### src/rtl/sys_defs.sv
// Shared memory-side definitions: retired store entry, memory size encoding
// and the store drain FSM states.
package sys_defs;

    localparam int XLEN     = 32;
    localparam int LQ_IDX_W = 3;

    // mem_size[1:0] selects the access size; mem_size[2] is the load sign bit,
    // which plays no part in a store.
    typedef logic [2:0] MEM_SIZE;
    localparam logic [1:0] MEM_BYTE = 2'd0;
    localparam logic [1:0] MEM_HALF = 2'd1;
    localparam logic [1:0] MEM_WORD = 2'd2;

    typedef struct packed {
        logic [XLEN-1:0]     addr;
        logic                valid;
        logic [XLEN-1:0]     value;
        logic [LQ_IDX_W-1:0] LQ_idx;
        MEM_SIZE             mem_size;
    } SQ_ENTRY_PACKET;

    typedef enum logic [1:0] {
        DR_IDLE = 2'd0,
        DR_REQ  = 2'd1,
        DR_WAIT = 2'd2,
        DR_POP  = 2'd3
    } DRAIN_STATE;

endpackage

### src/rtl/store_align_gen.sv
// Store lane alignment: turns a sized store into word-port byte enables and
// lane-shifted data, and flags accesses that cross their natural alignment.
//   addr_lo_i  : addr[1:0] of the store
//   size_i     : mem_size[1:0] (0 byte, 1 half, 2 word, 3 illegal)
//   value_i    : store value, right-justified
//   be_o       : byte enables on the word port
//   data_o     : value masked to its size and shifted to its byte lane
//   misalign_o : access is misaligned (or size is illegal)
module store_align_gen
    import sys_defs::*;
(
    input  logic [1:0]  addr_lo_i,
    input  logic [1:0]  size_i,
    input  logic [31:0] value_i,
    output logic [3:0]  be_o,
    output logic [31:0] data_o,
    output logic        misalign_o
);

    logic [3:0]  be_base;
    logic [31:0] masked;

    always_comb begin
        be_base    = 4'b0000;
        masked     = '0;
        misalign_o = 1'b0;
        case (size_i)
            MEM_BYTE: begin
                be_base = 4'b0001;
                masked  = {24'b0, value_i[7:0]};
            end
            MEM_HALF: begin
                be_base    = 4'b0011;
                masked     = {16'b0, value_i[15:0]};
                misalign_o = addr_lo_i[0];
            end
            MEM_WORD: begin
                be_base    = 4'b1111;
                masked     = value_i;
                misalign_o = |addr_lo_i;
            end
            default: misalign_o = 1'b1;
        endcase
    end

    assign be_o   = be_base << addr_lo_i;
    assign data_o = masked << {addr_lo_i, 3'b000};

endmodule

### src/rtl/store_drain_unit.sv
// Store drain unit: takes the head of the retire store buffer, issues one
// aligned word write per entry, waits for the memory ack (reissuing after a
// timeout) and only then pops the entry.
//   clk_i, rst_ni      : clock, async active-low reset
//   sb_empty_i/sb_head_i : store buffer head
//   sb_rd_en_o         : one-cycle pop of the head
//   mem_req_*          : store request port (valid/ready, addr, data, be)
//   mem_ack_i          : write complete
//   misalign_err_o     : pulse when a misaligned entry is dropped
//   drained_o          : buffer empty and nothing in flight
//   stall_cycles_o     : saturating REQ+WAIT cycle count
//   retry_cnt_o        : saturating timeout reissue count
module store_drain_unit
    import sys_defs::*;
#(
    parameter int TIMEOUT = 64,
    parameter int CNT_W   = 16
) (
    input  logic             clk_i,
    input  logic             rst_ni,
    input  logic             sb_empty_i,
    input  SQ_ENTRY_PACKET   sb_head_i,
    output logic             sb_rd_en_o,
    output logic             mem_req_valid_o,
    input  logic             mem_req_ready_i,
    output logic [31:0]      mem_req_addr_o,
    output logic [31:0]      mem_req_data_o,
    output logic [3:0]       mem_req_be_o,
    input  logic             mem_ack_i,
    output logic             misalign_err_o,
    output logic             drained_o,
    output logic [CNT_W-1:0] stall_cycles_o,
    output logic [CNT_W-1:0] retry_cnt_o
);

    localparam int               TMR_W    = $clog2(TIMEOUT);
    localparam logic [TMR_W-1:0] TMR_LAST = TMR_W'(TIMEOUT - 1);

    DRAIN_STATE       state_q, state_d;
    logic [31:0]      addr_q, addr_d;
    logic [31:0]      data_q, data_d;
    logic [3:0]       be_q, be_d;
    logic             mis_q, mis_d;
    logic [TMR_W-1:0] timer_q, timer_d;
    logic [CNT_W-1:0] stall_q, stall_d;
    logic [CNT_W-1:0] retry_q, retry_d;

    logic [3:0]  al_be;
    logic [31:0] al_data;
    logic        al_mis;

    // LQ index and sign bit ride along in the entry but a store ignores them.
    logic unused_head;
    assign unused_head = ^{sb_head_i.LQ_idx, sb_head_i.mem_size[2]};

    store_align_gen u_align (
        .addr_lo_i  (sb_head_i.addr[1:0]),
        .size_i     (sb_head_i.mem_size[1:0]),
        .value_i    (sb_head_i.value),
        .be_o       (al_be),
        .data_o     (al_data),
        .misalign_o (al_mis)
    );

    logic timeout_hit;
    assign timeout_hit = (state_q == DR_WAIT) && !mem_ack_i && (timer_q == TMR_LAST);

    // State register
    always_ff @(posedge clk_i or negedge rst_ni) begin
        if (!rst_ni) state_q <= DR_IDLE;
        else         state_q <= state_d;
    end

    // Next state
    always_comb begin
        state_d = state_q;
        case (state_q)
            DR_IDLE: if (!sb_empty_i)
                         state_d = (sb_head_i.valid && !al_mis) ? DR_REQ : DR_POP;
            DR_REQ:  if (mem_req_ready_i)
                         state_d = mem_ack_i ? DR_POP : DR_WAIT;
            // An ack in the last timeout cycle takes priority over the reissue.
            DR_WAIT: if (mem_ack_i)        state_d = DR_POP;
                     else if (timeout_hit) state_d = DR_REQ;
            DR_POP:  state_d = DR_IDLE;
            default: state_d = DR_IDLE;
        endcase
    end

    // Outputs, decoded from registered state only
    always_comb begin
        mem_req_valid_o = (state_q == DR_REQ);
        sb_rd_en_o      = (state_q == DR_POP);
        misalign_err_o  = (state_q == DR_POP) && mis_q;
        drained_o       = sb_empty_i && (state_q == DR_IDLE);
    end

    assign mem_req_addr_o = addr_q;
    assign mem_req_data_o = data_q;
    assign mem_req_be_o   = be_q;
    assign stall_cycles_o = stall_q;
    assign retry_cnt_o    = retry_q;

    // Request registers, WAIT timer and counters
    always_comb begin
        addr_d  = addr_q;
        data_d  = data_q;
        be_d    = be_q;
        mis_d   = mis_q;
        timer_d = timer_q;
        stall_d = stall_q;
        retry_d = retry_q;

        if (state_q == DR_IDLE && !sb_empty_i) begin
            mis_d = sb_head_i.valid && al_mis;
            if (sb_head_i.valid && !al_mis) begin
                addr_d = {sb_head_i.addr[31:2], 2'b00};
                data_d = al_data;
                be_d   = al_be;
            end
        end

        // Held at zero through REQ so every WAIT visit starts a fresh window.
        if (state_q == DR_REQ)       timer_d = '0;
        else if (state_q == DR_WAIT) timer_d = timer_q + TMR_W'(1);

        if ((state_q == DR_REQ || state_q == DR_WAIT) && stall_q != '1)
            stall_d = stall_q + CNT_W'(1);
        if (timeout_hit && retry_q != '1)
            retry_d = retry_q + CNT_W'(1);
    end

    always_ff @(posedge clk_i or negedge rst_ni) begin
        if (!rst_ni) begin
            addr_q  <= '0;
            data_q  <= '0;
            be_q    <= '0;
            mis_q   <= 1'b0;
            timer_q <= '0;
            stall_q <= '0;
            retry_q <= '0;
        end else begin
            addr_q  <= addr_d;
            data_q  <= data_d;
            be_q    <= be_d;
            mis_q   <= mis_d;
            timer_q <= timer_d;
            stall_q <= stall_d;
            retry_q <= retry_d;
        end
    end

    a_pop_legal: assert property (@(posedge clk_i) disable iff (!rst_ni)
        sb_rd_en_o |-> (state_q == DR_POP) && !sb_empty_i);

endmodule
### config.mk
export PLATFORM = sky130hd
export DESIGN_NAME = store_drain_unit
export DESIGN_NICKNAME = d
export VERILOG_FILES = /design/src/rtl/sys_defs.sv /design/src/rtl/store_align_gen.sv /design/src/rtl/store_drain_unit.sv
export SDC_FILE = /design/constraint.sdc
export NUM_CORES = 1
export LEC_CHECK = 0
export BUFFER_PORTS_ARGS = -buffer_cell sky130_fd_sc_hd__buf_2
export CAP_MARGIN = 10
export CORE_ASPECT_RATIO = 1.25
export CORE_UTILIZATION = 54
export DETAILED_ROUTE_END_ITERATION = 16
export PLACE_DENSITY = 0.87
export SLEW_MARGIN = 20
export SYNTH_ARGS = -nofsm -noshare
export SYNTH_HDL_FRONTEND = slang
export SYNTH_SLANG_ARGS = --single-unit
### constraint.sdc
create_clock -name clk_i -period 2.7 [get_ports clk_i]
set_input_delay 0.675 -clock clk_i [delete_from_list [all_inputs] [get_ports clk_i]]
set_output_delay 0.675 -clock clk_i [all_outputs]
set_load 0.01 [all_outputs]
==> flow_metrics.py, run 1 <==
metrics = {
    "finish": {
        "final_area_um2": 6570,
        "layout-drive-gt1-share_pct": 34.0,
        "fin_nets": 781,
        "final_common_cell": "buf_2",
        "final_cells": 820,
        "diodes": 0,
        "area_delta_synth_final_pct": 25.5,
        "final_cell_mix": "buf_2 (172), nand2_1 (128), dfrtp_1 (107), nor2_1 (38), xnor2_1 (24)",
    },
    "cts": {
        "ctsHoldBuffers": 0,
        "cts_buffer_depth": 2,
        "clock_latency_ps": 340,
        "post-cts-setup-buffers": 0,
        "cts_made_buffers": 9,
        "cts_resized": 0,
        "clkTransAtPathRegs_ps": 70,
        "cts_root_buffer": "clkbuf_16",
        "cts_tree": "built",
        "cts.sinks": 107,
        "htreeDepth": 3,
    },
    "setup_path": {
        "crit_arrival_ps": 2450,
        "critPathRequiredTime_ps": 2920,
        "path_buf_inv": 1,
        "critPathKind": "reg -> reg",
        "max_stage_delay_ps": 440,
        "cp_slowest_cell": "a21oi_4",
        "cp_max_fo": 13,
        "end_kind": "register",
        "cp.depth": 6,
        "crit_path_cell_trace": "inv_1 -> ha_1 -> nand2b_4 -> or3_4 -> a21oi_4 -> mux2_2",
        "reg2reg_slack_ps": 470,
        "rr_endpoint": "retry_cnt_o[1]$_DFFE_PN0P_",
        "crit_family": "simple AND/OR/NAND/NOR gates",
        "worstRegToRegCells": 6,
        "r2r-start": "state_q[0]$_DFFE_PN0P_",
        "cp-start-kind": "register",
    },
    "synth": {
        "synthArstFlopShare_pct": 100,
        "synth_fa_ha_area_share_pct": 3.10,
        "synth-simple-area-share_pct": 22.8,
        "synth_area_leaders": "dfrtp_1 (51%), nand2_1 (9.2%), xnor2_1 (4.0%), ha_1 (3.1%), nor2_1 (2.7%)",
        "synth_top_area_share_pct": 51.1,
        "synth_mux_area_share_pct": 2.34,
        "ys_seq_area_share_pct": 51.1,
        "synth_edf_count": 0,
        "ys_ff_latch": 107,
        "synth.distinct_cells": 59,
        "synth-compound-area-share_pct": 11.7,
        "synth_area_um2": 5240,
        "ys_warn_count": 0,
        "synth_cells": 526,
        "synth_top_area_cell": "dfrtp_1",
        "synth-xor-area-share_pct": 5.30,
        "synth_top_family_by_area": "simple AND/OR/NAND/NOR gates",
        "ys.flop_type": "dfrtp_1",
        "avgSynthCellArea_um2": 9.96,
    },
    "floorplanning": {
        "core_area_um2": 9270,
        "die_w_um": 90.1,
        "io_pins": 180,
        "fp.dieH_um": 112,
        "start_util_pct": 56.5,
        "die_area_um2": 10100,
        "num_rows": 39,
    },
    "power": {
        "total_leakage_power_nw": 3.49,
        "p_per_area_nw_per_um2": 908,
        "peakVddDrop_v": 0.000604,
    },
    "min_path": {
        "hold_path.class": "in -> async",
    },
    "timing": {
        "final.min_clock_period_ps": 2230,
        "hold_viol": 0,
        "setup_violations": 0,
        "setup_ws_ps": 472,
        "setup_tns_ps": 0,
        "clock.fmax_ghz": 0.449,
        "rsz0062_at_grt": "no",
        "fin_crit_sh_pct": 82.5,
        "drv_slew": 0,
        "slew_headroom_pct": 59.2,
        "fin_worst_skew_ps": 9.61,
        "tightest_slew_ps": 611,
        "hold_ws_ps": 303,
    },
    "route": {
        "wire_per_inst_um": 15.3,
        "drc": 0,
        "routed_wl_um": 12600,
        "ant_nets": 0,
        "via_per_inst": 5.48,
        "vias": 4497,
        "drtIter0Drc": 242,
        "dr.pass1.iters": 4,
    },
    "placed_design": {
        "placed_cell_area_um2": 6240,
        "dp.cells": 804,
        "hpwl_um": 9500,
        "gp_congestion": 0.858,
        "pre_cts_slack_ps": 217,
        "portBuffers": 173,
    },
    "global_route": {
        "antenna_found_initial": 0,
        "track_usage_pct": 25.9,
        "overflow": 0,
        "grt_pass1_wl_um": 21100,
        "grt_max_degree": 55,
        "grt_pass1_vias": 4387,
    },
    "outcome": {
        "outcome": "completed",
    },
    "job": {
        "cap_violations": 0,
    },
}
## flip-flops by register name (all words and copies together), names as in the netlist
signal          count
mem_req_data_o     32
mem_req_addr_o     30
retry_cnt_o        16
stall_cycles_o     16
timer_q             6
mem_req_be_o        4
state_q             2
mis_q               1
## where the power goes
group          switching [W]  total (W)  internal, W  leakage (nW)
clock network       0.000553    0.00142     0.000862         0.159
registers           0.000348    0.00250      0.00215          1.39
logic                0.00118    0.00206     0.000883          1.94
total                0.00208    0.00597      0.00389          3.49
## synthesized netlist by cell type (all sizes together) (5+ instances only)
cell type    n
nor2b        5
xnor2       26
nand2      128
nand3       24
and3         9
a32oi        8
nor2        39
o21ai        8
buf         17
a22o        14
nand4       13
a21oi       25
a221oi       7
mux2        10
ha          13
dfrtp      107
inv         10
clkbuf      13
## through the flow
step | total power [W] | util [%]
2_1_floorplan | 0.00370 | -
3_3_place_gp | 0.00447 | 67.3
3_5_place_dp | 0.00460 | 67.3
4_1_cts | 0.00602 | 70.9
5_1_grt | 0.00634 | 70.9
6_report | 0.00597 | 70.9
## final cells by class
| cell class | count | area (µm²) |
|---|---|---|
| clock inverter | 4 | 72.6 |
| inverter | 10 | 37.5 |
| multi-input combinational | 380 | 2390 |
| timing repair buffer | 184 | 988 |
| fill | 701 | 2700 |
| clock buffer | 12 | 256 |
| tap | 123 | 154 |
| sequential | 107 | 2680 |
## routing by layer
metal  vias up  routed length, µm  share of wire, %  GRT usage, %
li1       2135                  -                 -             -
met1      2157               5120                41          32.6
met2       176               6360                51          44.5
met3        29                713               5.7          3.59
met4         0                369               2.9          11.8
met5         -                  0                 0             0
## logic make-up after synthesis
logic type,after synthesis
simple gates,242
flops,107
compound gates,82
buf+inv,40
xor+xnor,30
fa+ha+maj,13
mux,11
other cells,1
## worst max-delay path by stage
stage | from | end | slack, ps
detailed placement | sb_head_i[0] | mem_req_data_o[30]$_DFFE_PN0P_ | 220
global placement | sb_head_i[0] | mem_req_data_o[30]$_DFFE_PN0P_ | 280
finish | state_q[0]$_DFFE_PN0P_ | retry_cnt_o[1]$_DFFE_PN0P_ | 470
global route | state_q[0]$_DFFE_PN0P_ | retry_cnt_o[1]$_DFFE_PN0P_ | 370
floorplan | sb_head_i[0] | mem_req_data_o[26]$_DFFE_PN0P_ | 580
CTS | state_q[0]$_DFFE_PN0P_ | retry_cnt_o[1]$_DFFE_PN0P_ | 460
(Power assumes the default switching activity.)
==> inputs of run 2 (changes only) <==
--- a/config.mk
+++ b/config.mk
@@ -8,9 +8,9 @@
 export BUFFER_PORTS_ARGS = -buffer_cell sky130_fd_sc_hd__buf_2
 export CAP_MARGIN = 10
 export CORE_ASPECT_RATIO = 1.25
-export CORE_UTILIZATION = 54
+export CORE_UTILIZATION = 50
 export DETAILED_ROUTE_END_ITERATION = 16
-export PLACE_DENSITY = 0.87
+export PLACE_DENSITY = 0.82
 export SLEW_MARGIN = 20
 export SYNTH_ARGS = -nofsm -noshare
 export SYNTH_HDL_FRONTEND = slang
==> constraint.sdc (replaced) <==
create_clock -name clk_i -period 2.1 [get_ports clk_i]
set_input_delay 0.525 -clock clk_i [delete_from_list [all_inputs] [get_ports clk_i]]
set_output_delay 0.525 -clock clk_i [all_outputs]
set_load 0.01 [all_outputs]
==> run 2 against run 1 <==
Against the previous run:
- non-clock buffer count grew 24
- clock power grew 19%
- wire length grew 9.4%
- register-to-register slack lost 330 ps
- clock skew shrank 2.0 ps
- sequential share of layout area shrank 1.1 points
- first-iteration DRC count grew 26%
- critical path type is now reg -> out
- highest routed layer is now met5
==> flow_metrics.py, run 2 (same netlist as run 1, synthesis figures left out) <==
metrics = {
    "cts": {
        "cts_buffer_depth": 2,
        "cts_root_buffer": "clkbuf_16",
        "cts_made_buffers": 9,
        "cts_resized": 0,
        "cts_tree": "built",
        "clkTransAtPathRegs_ps": 70,
        "cts.sinks": 107,
        "ctsHoldBuffers": 0,
        "post-cts-setup-buffers": 0,
        "htreeDepth": 3,
        "clock_latency_ps": 340,
    },
    "floorplanning": {
        "fp.dieH_um": 116,
        "die_w_um": 93.6,
        "start_util_pct": 51.6,
        "core_area_um2": 10200,
        "num_rows": 41,
        "die_area_um2": 10900,
        "io_pins": 180,
    },
    "finish": {
        "multi_input_area_um2": 2390,
        "final_area_um2": 6750,
        "largest_reg_flops": 32,
        "final_cell_mix": "buf_2 (172), nand2_1 (128), dfrtp_1 (107), nor2_1 (38), buf_4 (31)",
        "area_delta_synth_final_pct": 28.9,
        "layout-drive-gt1-share_pct": 36.0,
        "seq_area_um2": 2680,
        "nFillCells": 827,
        "fin_nets": 805,
        "final_core_util_pct": 66.5,
        "final_common_cell": "buf_2",
    },
    "power": {
        "peakVddDrop_v": 0.000649,
        "total_leakage_power_nw": 3.60,
        "p_per_area_nw_per_um2": 1140,
        "total_power_w": 0.00767,
    },
    "route": {
        "routed_wl_um": 13700,
        "drtIter0Drc": 305,
        "dr.pass1.iters": 4,
        "wire_per_inst_um": 16.2,
        "vias": 4641,
        "ant_nets": 0,
        "drc": 0,
        "via_per_inst": 5.46,
    },
    "setup_path": {
        "max_stage_delay_ps": 420,
        "crit_arrival_ps": 1540,
        "r2r-start": "state_q[0]$_DFFE_PN0P_",
        "cp_max_fo": 10,
        "cp_slowest_cell": "dfrtp_1",
        "critPathKind": "reg -> out",
        "cp-start-kind": "register",
        "crit_path_cell_trace": "inv_1 -> ha_1 -> buf_2",
        "end_kind": "primary output",
        "cp-startpoint": "state_q[1]$_DFFE_PN0P_",
        "critPathRequiredTime_ps": 1570,
    },
    "placed_design": {
        "gp_congestion": 0.944,
        "placed_cell_area_um2": 6460,
        "portBuffers": 173,
        "hpwl_um": 10400,
    },
    "timing": {
        "hold_viol": 0,
        "setup_tns_ps": 0,
        "final.min_clock_period_ps": 2060,
        "fin_worst_skew_ps": 7.58,
        "clock.fmax_ghz": 0.485,
        "slew_headroom_pct": 54.2,
        "drv_slew": 0,
        "fin_crit_sh_pct": 98.1,
        "hold_ws_ps": 10.7,
        "rsz0062_at_grt": "no",
        "setup_violations": 0,
        "tightest_slew_ps": 682,
    },
    "job": {
        "cap_violations": 0,
    },
    "outcome": {
        "outcome": "completed",
    },
    "global_route": {
        "grt_pass1_vias": 4427,
        "grt_pass1_wl_um": 21800,
        "track_usage_pct": 25.9,
        "antenna_found_initial": 2,
        "grt_max_degree": 62,
        "overflow": 0,
    },
    "min_path": {
        "hold_path.class": "in -> async",
    },
}
## run 2: changes by cell type in the layout (fill, tap and decap cells not counted)
cell | before | now
buf_4 | 9 | 31
buf_12 | 3 | 5
bufinv_16 | 2 | 1
clkbuf_1 | 1 | 2
clkbuf_8 | 2 | 1
clkinv_2 | 1 | 0
diode_2 | 0 | 1
inv_6 | 0 | 1
## run 2: power by group
part / leakage [nW] / total, W / internal (W) / switching [W]
sequential: 1.39 / 0.00321 / 0.00276 / 0.000452
clock: 0.139 / 0.00169 / 0.000957 / 0.000730
combinational: 2.07 / 0.00277 / 0.00121 / 0.00156
total: 3.60 / 0.00767 / 0.00492 / 0.00274
## run 2: final timing paths
| path | depth (start not counted) | slack, ps | endpoint |
|---|---|---|---|
| max | 3 | 40 | mem_req_valid_o |
| min | 1 | 10 | mem_req_addr_o[9]$_DFFE_PN0P_ |
| max reg2reg | 8 | 140 | retry_cnt_o[9]$_DFFE_PN0P_ |
| min reg2reg | 2 | 470 | mem_req_addr_o[31]$_DFFE_PN0P_ |
| max in group asynchronous | 2 | 1410 | mem_req_addr_o[4]$_DFFE_PN0P_ |
| min in group clk_i | 3 | 370 | mem_req_addr_o[22]$_DFFE_PN0P_ |
## run 2: metal layers
metal | global-route usage [%] | vias up | routed length [µm]
met5 | 0 | - | 13
met4 | 13.4 | 2 | 469
met3 | 4.69 | 37 | 601
met2 | 43.1 | 163 | 7060
met1 | 32.3 | 2253 | 5600
li1 | - | 2186 | -
## run 2: area by class of cell
type,count,share of cell area (%)
Antenna cell,1,0.0371
Clock buffer,12,3.65
Multi-Input combinational cell,380,35.3
Timing Repair Buffer,208,17.7
Sequential cell,107,39.7
Tap cell,129,2.39
Clock inverter,3,0.686
Inverter,10,0.556
## run 2: critical path, delay by kind of cell, from the launching register on
kind / cells / cell delay, ps
adders and majority gates: 1 / 420
buffers and inverters: 2 / 360
DFF: 1 / 420
## run 2: stage by stage
stage / setup slack, ps / cells
after global routing: 0.388 / 850
after detailed placement: -106 / 834
after global placement: -36.9 / 834
after CTS: 52.7 / 849
final: 39.5 / 850
after floorplan: 133 / 527
==> inputs of run 3 (changes only) <==
--- a/config.mk
+++ b/config.mk
@@ -7,7 +7,6 @@
 export LEC_CHECK = 0
 export BUFFER_PORTS_ARGS = -buffer_cell sky130_fd_sc_hd__buf_2
 export CAP_MARGIN = 10
-export CORE_ASPECT_RATIO = 1.25
 export CORE_UTILIZATION = 50
 export DETAILED_ROUTE_END_ITERATION = 16
 export PLACE_DENSITY = 0.82
==> run 3 against run 2 <==
Against the previous run:
- critical path depth up 2
- via count decreased by 0.50%
- sequential share of layout area is 0.34 points higher
- clock-buffer cell count fell by 2
- first-iteration DRC count decreased by 16%
==> flow_metrics.py, run 3 (same netlist as run 1, synthesis figures left out) <==
metrics = {
    "route": {
        "drc": 0,
        "drtIter0Drc": 255,
        "vias": 4618,
        "wl_met3_um": 809,
        "highest_layer": "met4",
        "wire_per_inst_um": 15.2,
        "drt-met1-wl_um": 5360,
        "routed_wl_um": 13000,
        "ant_nets": 0,
        "dr.pass1.iters": 4,
        "via_per_inst": 5.41,
        "wl_met2_um": 6560,
    },
    "floorplanning": {
        "io_pins": 180,
        "start_util_pct": 51.2,
        "fp.dieH_um": 104,
        "core_area_um2": 10200,
        "die_area_um2": 10900,
        "num_rows": 37,
        "die_w_um": 104,
    },
    "global_route": {
        "overflow": 0,
        "grt_max_degree": 44,
        "track_usage_pct": 24.2,
        "grt_pass1_vias": 4529,
        "grt_pass1_wl_um": 21400,
        "antenna_found_initial": 0,
    },
    "placed_design": {
        "dp.cells": 836,
        "portBuffers": 173,
        "gp_congestion": 0.882,
        "pre_cts_slack_ps": -147,
        "hpwl_um": 9670,
        "placed_cell_area_um2": 6450,
    },
    "setup_path": {
        "reg2reg_slack_ps": 90,
        "cp_max_fo": 4,
        "critPathRequiredTime_ps": 1570,
        "crit_arrival_ps": 1520,
        "cp-startpoint": "state_q[0]$_DFFE_PN0P_",
        "cp-start-kind": "register",
        "end_kind": "primary output",
        "critPathKind": "reg -> out",
        "r2r-start": "state_q[0]$_DFFE_PN0P_",
    },
    "timing": {
        "drv_slew": 0,
        "tightest_slew_ps": 675,
        "setup_violations": 0,
        "clock.fmax_ghz": 0.490,
        "fin_crit_sh_pct": 97.2,
        "fin_worst_skew_ps": 19.7,
        "final.min_clock_period_ps": 2040,
        "setup_ws_ps": 59.0,
        "hold_viol": 0,
        "hold_ws_ps": 103,
        "slew_headroom_pct": 54.6,
        "rsz0062_at_grt": "no",
    },
    "finish": {
        "nFillCells": 818,
        "final_common_cell": "buf_2",
        "final_core_util_pct": 65.4,
        "layout-drive-gt1-share_pct": 36.3,
        "final_cell_mix": "buf_2 (172), nand2_1 (128), dfrtp_1 (107), nor2_1 (38), buf_4 (27)",
        "fin_nets": 803,
        "diodes": 0,
        "final_cells": 853,
        "area_delta_synth_final_pct": 27.8,
        "final_area_um2": 6690,
        "largest_reg_flops": 32,
    },
    "cts": {
        "htreeDepth": 3,
        "clkTransAtPathRegs_ps": 100,
        "ctsHoldBuffers": 0,
        "clock_latency_ps": 370,
        "cts_buffer_depth": 2,
        "cts_tree": "built",
        "cts.sinks": 107,
        "cts_root_buffer": "clkbuf_8",
        "cts_made_buffers": 9,
    },
    "power": {
        "total_leakage_power_nw": 3.56,
        "p_per_area_nw_per_um2": 1100,
        "peakVddDrop_v": 0.000563,
    },
    "job": {
        "cap_violations": 0,
    },
    "outcome": {
        "outcome": "completed",
    },
    "min_path": {
        "hold_path.class": "in -> async",
    },
}
[run 3: changes by cell type in the layout (fill, tap and decap cells not counted), sizes merged]
cell,previous run,this run
clkinv,0,1
inv,11,10
diode,1,0
clkbuf,12,10
buf,208,206
bufinv,1,2
[run 3: worst paths after layout]
path	end	cells past startpoint
worst min register to register	mem_req_data_o[11]$_DFFE_PN0P_	2
min in group clk_i	mem_req_addr_o[2]$_DFFE_PN0P_	3
max in group asynchronous	mem_req_data_o[2]$_DFFE_PN0P_	2
worst max register to register	state_q[0]$_DFFE_PN0P_	7
worst max-delay path	drained_o	5
worst min-delay path	retry_cnt_o[10]$_DFFE_PN0P_	1
[run 3: worst max-delay path, cell delays in order (launching register included)]
cell and delay [ps]:
dfrtp_1 410, inv_1 80, buf_4 150, ha_1 220, and2_4 150, buf_2 140
[run 3: stage by stage]
step	TNS [ps]	power, W
global route	0	0.00784
global placement	-983	0.00585
finish	0	0.00739
CTS	0	0.00742
floorplan	0	0.00476
detailed placement	-2860	0.00601
[run 3: power by group]
group          switching (W)  internal [W]
sequential          0.000451       0.00276
combinational        0.00159       0.00121
clock               0.000689      0.000694
total                0.00273       0.00466
[run 3: repair_timing]
item,CTS,global route
setup endpoints to repair,0,5
setup buffers,0,3
resized for setup,0,2
[run 3: area by class of cell]
| type | instances | area [µm²] | share of cell area, % |
|---|---|---|---|
| Clock inverter | 4 | 76.3 | 1.14 |
| Clock buffer | 10 | 138 | 2.06 |
| Sequential cell | 107 | 2680 | 40.0 |
| Multi-Input combinational cell | 380 | 2390 | 35.7 |
| Timing Repair Buffer | 206 | 1200 | 18.0 |
| Tap cell | 136 | 170 | 2.54 |
| Inverter | 10 | 37.5 | 0.561 |
[run 3: layer usage]
layer	track usage [%]	up-vias
met1	30.7	2228
met2	41.0	190
met3	4.20	26
met4	9.69	0
met5	0	-
li1	-	2174
